## src/rtl/adc_sched_pkg.sv

```systemverilog
// adc_sched_pkg: shared types and defaults for the ADS1115 sample scheduler.
//   state_t    - supervisor FSM states
//   DEF_*      - default parameter values
//   acc_width  - width of the per-channel signed block accumulator
package adc_sched_pkg;

    typedef enum logic [1:0] {
        S_IDLE = 2'd0,
        S_HOLD = 2'd1,
        S_RUN  = 2'd2
    } state_t;

    localparam int unsigned SAMPLE_W         = 16;
    localparam int unsigned DEF_AVG_LOG2     = 2;
    localparam int unsigned DEF_TIMEOUT_CYC  = 20000;
    localparam int unsigned DEF_RST_HOLD_CYC = 4;

    // Accumulator wide enough to sum 2^avg_log2 full-scale signed samples.
    function automatic int unsigned acc_width(input int unsigned avg_log2);
        return SAMPLE_W + avg_log2;
    endfunction

endpackage

```

## src/rtl/adc_sample_scheduler_block_avg.sv

```systemverilog
// adc_block_avg: per-channel block averager.
//   clk, rst   - clock, async active-high reset
//   sample     - signed 16-bit sample, accepted when strobe = 1
//   strobe     - new sample for this channel
//   clear      - discard the partial block (priority over strobe)
//   avg        - signed block average, sum >>> AVG_LOG2 (rounds toward -inf)
//   avg_valid  - one-cycle strobe when avg updates
module adc_block_avg
    import adc_sched_pkg::*;
#(
    parameter int unsigned AVG_LOG2 = DEF_AVG_LOG2
) (
    input  logic        clk,
    input  logic        rst,
    input  logic [15:0] sample,
    input  logic        strobe,
    input  logic        clear,
    output logic [15:0] avg,
    output logic        avg_valid
);

    localparam int unsigned ACC_W = acc_width(AVG_LOG2);
    localparam int unsigned CNT_W = (AVG_LOG2 > 0) ? AVG_LOG2 : 1;
    localparam logic [CNT_W-1:0] CNT_LAST = CNT_W'((1 << AVG_LOG2) - 1);

    logic signed [ACC_W-1:0] acc;
    logic signed [ACC_W-1:0] sum_c;
    logic signed [ACC_W-1:0] shifted_c;
    logic signed [15:0]      sample_s;
    logic [CNT_W-1:0]        cnt;

    // Sign-extend the sample into the accumulator width and form the block result.
    assign sample_s  = sample;
    assign sum_c     = acc + ACC_W'(sample_s);
    assign shifted_c = sum_c >>> AVG_LOG2;

    // Accumulate, emit the average on the last sample of the block.
    always_ff @(posedge clk or posedge rst) begin
        if (rst) begin
            acc       <= '0;
            cnt       <= '0;
            avg       <= '0;
            avg_valid <= 1'b0;
        end else begin
            avg_valid <= 1'b0;
            if (clear) begin
                acc <= '0;
                cnt <= '0;
            end else if (strobe) begin
                if (cnt == CNT_LAST) begin
                    avg       <= shifted_c[15:0];
                    avg_valid <= 1'b1;
                    acc       <= '0;
                    cnt       <= '0;
                end else begin
                    acc <= sum_c;
                    cnt <= cnt + CNT_W'(1);
                end
            end
        end
    end

endmodule

```

## src/rtl/adc_sample_scheduler.sv

```systemverilog
// adc_sample_scheduler: supervisor and post-processor for the ADS1115 I2C controller.
//   i_clk_100k, i_rst       - clock (rising edge), async active-high reset
//   i_enable                - run request; low holds the controller in reset
//   i_adc_data, i_adc_chn   - controller result and toggling channel flag
//   o_adc_rst_n             - controller reset, registered
//   o_ch0/1_data, o_valid, o_valid_chn - demuxed raw samples and strobe
//   o_ch0/1_avg, o_avg_valid           - per-channel block averages and strobes
//   o_fault, o_restart_cnt  - sticky watchdog fault, saturating restart count
module adc_sample_scheduler
    import adc_sched_pkg::*;
#(
    parameter int unsigned AVG_LOG2     = DEF_AVG_LOG2,
    parameter int unsigned TIMEOUT_CYC  = DEF_TIMEOUT_CYC,
    parameter int unsigned RST_HOLD_CYC = DEF_RST_HOLD_CYC
) (
    input  logic        i_clk_100k,
    input  logic        i_rst,
    input  logic        i_enable,
    input  logic [15:0] i_adc_data,
    input  logic        i_adc_chn,
    output logic        o_adc_rst_n,
    output logic [15:0] o_ch0_data,
    output logic [15:0] o_ch1_data,
    output logic        o_valid,
    output logic        o_valid_chn,
    output logic [15:0] o_ch0_avg,
    output logic [15:0] o_ch1_avg,
    output logic [1:0]  o_avg_valid,
    output logic        o_fault,
    output logic [7:0]  o_restart_cnt
);

    localparam int unsigned WD_W   = $clog2(TIMEOUT_CYC + 1);
    localparam int unsigned HOLD_W = $clog2(RST_HOLD_CYC + 1);
    localparam logic [WD_W-1:0]   WD_LAST   = WD_W'(TIMEOUT_CYC);
    localparam logic [HOLD_W-1:0] HOLD_LAST = HOLD_W'(RST_HOLD_CYC - 1);

    state_t            state;
    state_t            state_nxt;
    logic              chn_d;
    logic [WD_W-1:0]   wd_cnt;
    logic [HOLD_W-1:0] hold_cnt;
    logic              tog_c;
    logic              wd_expire_c;
    logic              restart_c;
    logic              acc_clear_c;

    // Next state; toggles only count in S_RUN so the controller's forced flag is ignored.
    always_comb begin
        state_nxt   = state;
        tog_c       = 1'b0;
        wd_expire_c = 1'b0;
        restart_c   = 1'b0;
        acc_clear_c = 1'b1;
        case (state)
            S_IDLE: begin
                if (i_enable) state_nxt = S_HOLD;
            end
            S_HOLD: begin
                if (!i_enable)                  state_nxt = S_IDLE;
                else if (hold_cnt == HOLD_LAST) state_nxt = S_RUN;
            end
            S_RUN: begin
                tog_c       = (i_adc_chn != chn_d);
                // A sample arriving in the expiry cycle keeps the controller alive.
                wd_expire_c = !tog_c && (wd_cnt == WD_LAST);
                restart_c   = i_enable && wd_expire_c;
                acc_clear_c = !i_enable || wd_expire_c;
                if (!i_enable)       state_nxt = S_IDLE;
                else if (wd_expire_c) state_nxt = S_HOLD;
            end
            default: state_nxt = S_IDLE;
        endcase
    end

    // State, counters and the registered controller reset.
    always_ff @(posedge i_clk_100k or posedge i_rst) begin
        if (i_rst) begin
            state       <= S_IDLE;
            chn_d       <= 1'b1;
            hold_cnt    <= '0;
            wd_cnt      <= '0;
            o_adc_rst_n <= 1'b0;
        end else begin
            state       <= state_nxt;
            chn_d       <= i_adc_chn;
            o_adc_rst_n <= (state_nxt == S_RUN);
            hold_cnt    <= (state == S_HOLD) ? hold_cnt + HOLD_W'(1) : '0;
            // Zero on entry to S_RUN, on every qualified sample, and outside S_RUN.
            if (state == S_RUN && state_nxt == S_RUN && !tog_c)
                wd_cnt <= wd_cnt + WD_W'(1);
            else
                wd_cnt <= '0;
        end
    end

    // Raw sample demux and watchdog bookkeeping.
    always_ff @(posedge i_clk_100k or posedge i_rst) begin
        if (i_rst) begin
            o_ch0_data    <= '0;
            o_ch1_data    <= '0;
            o_valid       <= 1'b0;
            o_valid_chn   <= 1'b0;
            o_fault       <= 1'b0;
            o_restart_cnt <= '0;
        end else begin
            o_valid <= tog_c;
            if (tog_c) begin
                o_valid_chn <= i_adc_chn;
                if (i_adc_chn) o_ch1_data <= i_adc_data;
                else           o_ch0_data <= i_adc_data;
            end
            if (restart_c) begin
                o_fault <= 1'b1;
                if (o_restart_cnt != 8'hFF) o_restart_cnt <= o_restart_cnt + 8'd1;
            end
        end
    end

    adc_block_avg #(.AVG_LOG2(AVG_LOG2)) u_avg_ch0 (
        .clk       (i_clk_100k),
        .rst       (i_rst),
        .sample    (i_adc_data),
        .strobe    (tog_c && !i_adc_chn),
        .clear     (acc_clear_c),
        .avg       (o_ch0_avg),
        .avg_valid (o_avg_valid[0])
    );

    adc_block_avg #(.AVG_LOG2(AVG_LOG2)) u_avg_ch1 (
        .clk       (i_clk_100k),
        .rst       (i_rst),
        .sample    (i_adc_data),
        .strobe    (tog_c && i_adc_chn),
        .clear     (acc_clear_c),
        .avg       (o_ch1_avg),
        .avg_valid (o_avg_valid[1])
    );

endmodule
```

## config.mk

```make
export PLATFORM = sky130hd
export DESIGN_NAME = adc_sample_scheduler
export DESIGN_NICKNAME = d
export VERILOG_FILES = /design/src/rtl/adc_sched_pkg.sv /design/src/rtl/adc_sample_scheduler_block_avg.sv /design/src/rtl/adc_sample_scheduler.sv
export SDC_FILE = /design/constraint.sdc
export NUM_CORES = 1
export LEC_CHECK = 0
export CAP_MARGIN = 20
export CORE_ASPECT_RATIO = 0.8
export CORE_MARGIN = 2
export CORE_UTILIZATION = 37
export CTS_BUF_LIST = sky130_fd_sc_hd__clkbuf_2
export CTS_CLUSTER_DIAMETER = 60
export DETAILED_ROUTE_END_ITERATION = 8
export GPL_ROUTABILITY_DRIVEN = 0
export PLACE_DENSITY = 0.65
export SETUP_SLACK_MARGIN = 0.05
export SYNTH_ARGS = -nofsm -noshare
export SYNTH_HDL_FRONTEND = slang
export SYNTH_SLANG_ARGS = --single-unit
```

## constraint.sdc

```tcl
create_clock -name i_clk_100k -period 10.83 [get_ports i_clk_100k]
set_input_delay 1.083 -clock i_clk_100k [delete_from_list [all_inputs] [get_ports i_clk_100k]]
set_output_delay 1.083 -clock i_clk_100k [all_outputs]
set_load 0.01 [all_outputs]
```

==> impl_results.md <==
* WP depth at 11
* Ranking of synthesized cells by area: dfrtp_1 (48%), ha_1 (7.1%), mux2_2 (7.0%), nand2_1 (4.6%), a22o_1 (3.3%)
* Relative slew slack at 36.2%
* GRT Residual Overflow at 0
* Layout fillers at 1,802
* DR iter-0 viols at 299
* First-pass GRT wire length at 28,000 um
* Die footprint at 0.0208 mm^2
* Syn avg cell area at 10.4 um^2
* Clock latency on the worst-skew pair at 0.71 ns
* Clk_skew at 0.0456 ns
* Nets at 860
* CP endpoint kind: register
* Drt first pass iters at 8
* Startpoint types: primary input
* Max-slew violations at 0
* FMAX at 295 MHz
* Post-synthesis sequential area ratio at 47.9%
* Antenna violations before repair at 1
* Top cell by count, worst path: o21ai_0
* Synth Instances at 696
* Measured slew at the worst slew-check pin at 0.955 ns
* Crit Path Max Fanout at 5
* Die Ht at 129 um
* Crit path time final at 3.39 ns
* Htree depth at 4
* RSZ-0062 raised after global routing: no
* Commonest non-fill, non-tap cell in the layout: dfrtp_1
* Worst path max stage delay at 0.56 ns
* Leak at 4.14 nW
* Critical path class: primary input to register
* Syn Nets at 759
* Total power per unit cell area at 114 mW/mm^2
* Mapped Area at 0.00726 mm^2
* Crit path buf inv count at 2
* CP Data Required Time at 11.43 ns
* DIE WIDTH at 161 um
* Worst reg-to-reg path cell count at 7
* Number of distinct library cells after synthesis at 62
* Vias in the first global route at 5,301
* Critical path's top delay family: compound AO/OA/AOI/OAI gates
* Tot GR Track Use at 17.2%
* Worst-path clk slew at 0.19 ns
* Final wirelength at 17,400 um
* Crit path DAT at 3.99 ns
* Post-CTS Hold Buffers at 0
* # IOs at 98
* Total power at 1.00 mW
* Core ar. at 0.0191 mm^2
* DRC viols at 0
* Initial Util at 38.1%
* Number of register bits inferred by synthesis at 139
* CP max stage cell: clkdlybuf4s50_1
* Status: finished, final reports clean
* # Post-CTS Setup Buffers at 0
* Max-Cap Viols at 0
* Avg WL per Cell at 16.3 um
* Hpwl dp at 12,400 um
* # rows at 45
* Antenna viol nets, final at 0
* Fin crit share at 31.3%
* Hold path depth at 1
* Layout cells sized above 1 at 12.2%
* Clk sinks at 139
* I/O Buffers at 97
* Post-DR vias/cell at 5.19
* Cells along the critical path: clkdlybuf4s50_1 -> ha_1 -> inv_1 -> fa_1 -> nor2b_1 -> o21ai_0 -> a211oi_1 -> nor2_1 -> o21ai_0 -> xnor2_1 -> mux2_2
* TritonCTS clock tree: built
* Share of Yosys cell area claimed by the top area cell type at 47.5%
* Final core utilization at 46.1%
* P&R area growth vs syn at 21.2%
* Yosys top cell by area: dfrtp_1
* Clock Tree Buf Depth at 2
* Worst hold path class: register to register
* Post-synth EDFFs at 0
* Final setup TNS at 0 ns
* Largest net degree at the start of global routing at 76
* CTS Root Cell: clkbuf_2
* Most frequent cells in the layout: dfrtp_1 (138), clkdlybuf4s50_1 (97), nand2_1 (89)
* Final setup vio count at 0
* Top_reg_cell synth: dfrtp_1
* Post-CTS Resized at 0
* Via count at 5,545
* Async SR Flop Fraction at 100%
* Syn. warnings at 0
* Clock buffer count from CTS at 17
* VDD IR max at 0.0000678 V
* Final Hold Vio Count at 0
-- per-stage QoR --
step	std cells	hold slack, ns	setup WS, ns	cell area (um^2)
floorplan	696	0.410	6.02	7260
global placement	1036	0.427	6.79	8540
detailed placement	1036	0.429	6.73	8540
CTS	1068	0.452	7.54	8800
global route	1069	0.481	7.20	8800
finish	1069	0.449	7.44	8800
-- kinds of logic (layout without fill, tap and decap cells) --
family | count (synthesis) | after routing | synth area share, %
and+or+nand+nor | 228 | 228 | 15.2
AOI/OAI and AO/OA | 142 | 142 | 13.5
DFF | 139 | 139 | 47.9
muxes | 49 | 49 | 7.53
buffers and inverters | 48 | 162 | 2.58
xor gates and xnor gates | 46 | 46 | 5.55
adders and majority gates | 44 | 44 | 7.75
other | 0 | 1 | 0
-- cell type report --
class / instances / area (um^2) / area share [%]
antenna: 1 / 2.50 / 0.0284
clock buffer: 23 / 115 / 1.31
clock inverter: 9 / 145 / 1.65
inverter: 26 / 103 / 1.17
multi-input combinational: 509 / 3610 / 41.0
sequential: 139 / 3480 / 39.5
tap: 258 / 323 / 3.67
timing repair buffer: 104 / 1020 / 11.6
-- where the power goes --
part / switching (mW) / internal [mW]
Combinational: 0.0577 / 0.0582
Sequential: 0.0104 / 0.538
Clock: 0.184 / 0.155
-- path summary, 6_finish.rpt --
path / startpoint / end / slack [ns]
worst max-delay path: i_adc_data[0] / u_avg_ch0.avg[8]$_DFFE_PP0P_ / 7.44
worst min-delay path: hold_cnt[0]$_DFF_PP0_ / hold_cnt[0]$_DFF_PP0_ / 0.45
worst max register to register: state[0]$_DFF_PP0_ / u_avg_ch1.avg[6]$_DFFE_PP0P_ / 8.00
worst min register to register: hold_cnt[0]$_DFF_PP0_ / hold_cnt[0]$_DFF_PP0_ / 0.45
max in group asynchronous: i_rst / u_avg_ch0.acc[13]$_DFFE_PP0P_ / 8.64
min in group asynchronous: i_rst / o_fault$_DFFE_PP0P_ / 0.81
-- cells in the mapped netlist (4+ instances only) --
cell        n
nand3_1    21
inv_1      25
nand4_1     9
xor2_1     19
nor2b_1    11
and3_1     13
nand2b_1    5
a211oi_1    8
mux2i_1     4
nor3_1      9
mux2_2     45
a22o_1     27
o21bai_1    4
dfrtp_1   138
xnor2_1    27
nand2_1    89
a21o_1      8
clkbuf_1   17
o31ai_1     5
o21a_1      5
o21ai_0    30
a21oi_1    31
nor2_1     47
ha_1       41
or2_2       4
-- per-layer routing --
| layer | routed length [um] | share of wire, % | GRT usage [%] |
|---|---|---|---|
| met5 | 0 | 0 | 0 |
| met2 | 7560 | 44 | 25.8 |
| met1 | 8850 | 51 | 25.1 |
| met4 | 183 | 1.1 | 4.19 |
| met3 | 785 | 4.5 | 4.16 |
-- sequential cells by signal, summed over array words and instances (netlist names) --
signal               cells
chn_d                    1
hold_cnt                 3
o_adc_rst_n              1
o_ch0_data              16
o_ch1_data              16
o_fault                  1
o_restart_cnt            8
o_valid                  1
o_valid_chn              1
state                    2
u_avg_ch0.acc           18
u_avg_ch0.avg           16
u_avg_ch0.avg_valid      1
u_avg_ch0.cnt            2
u_avg_ch1.acc           18
u_avg_ch1.avg           16
u_avg_ch1.avg_valid      1
u_avg_ch1.cnt            2
wd_cnt                  15
Power figures use the tool's default switching activity.
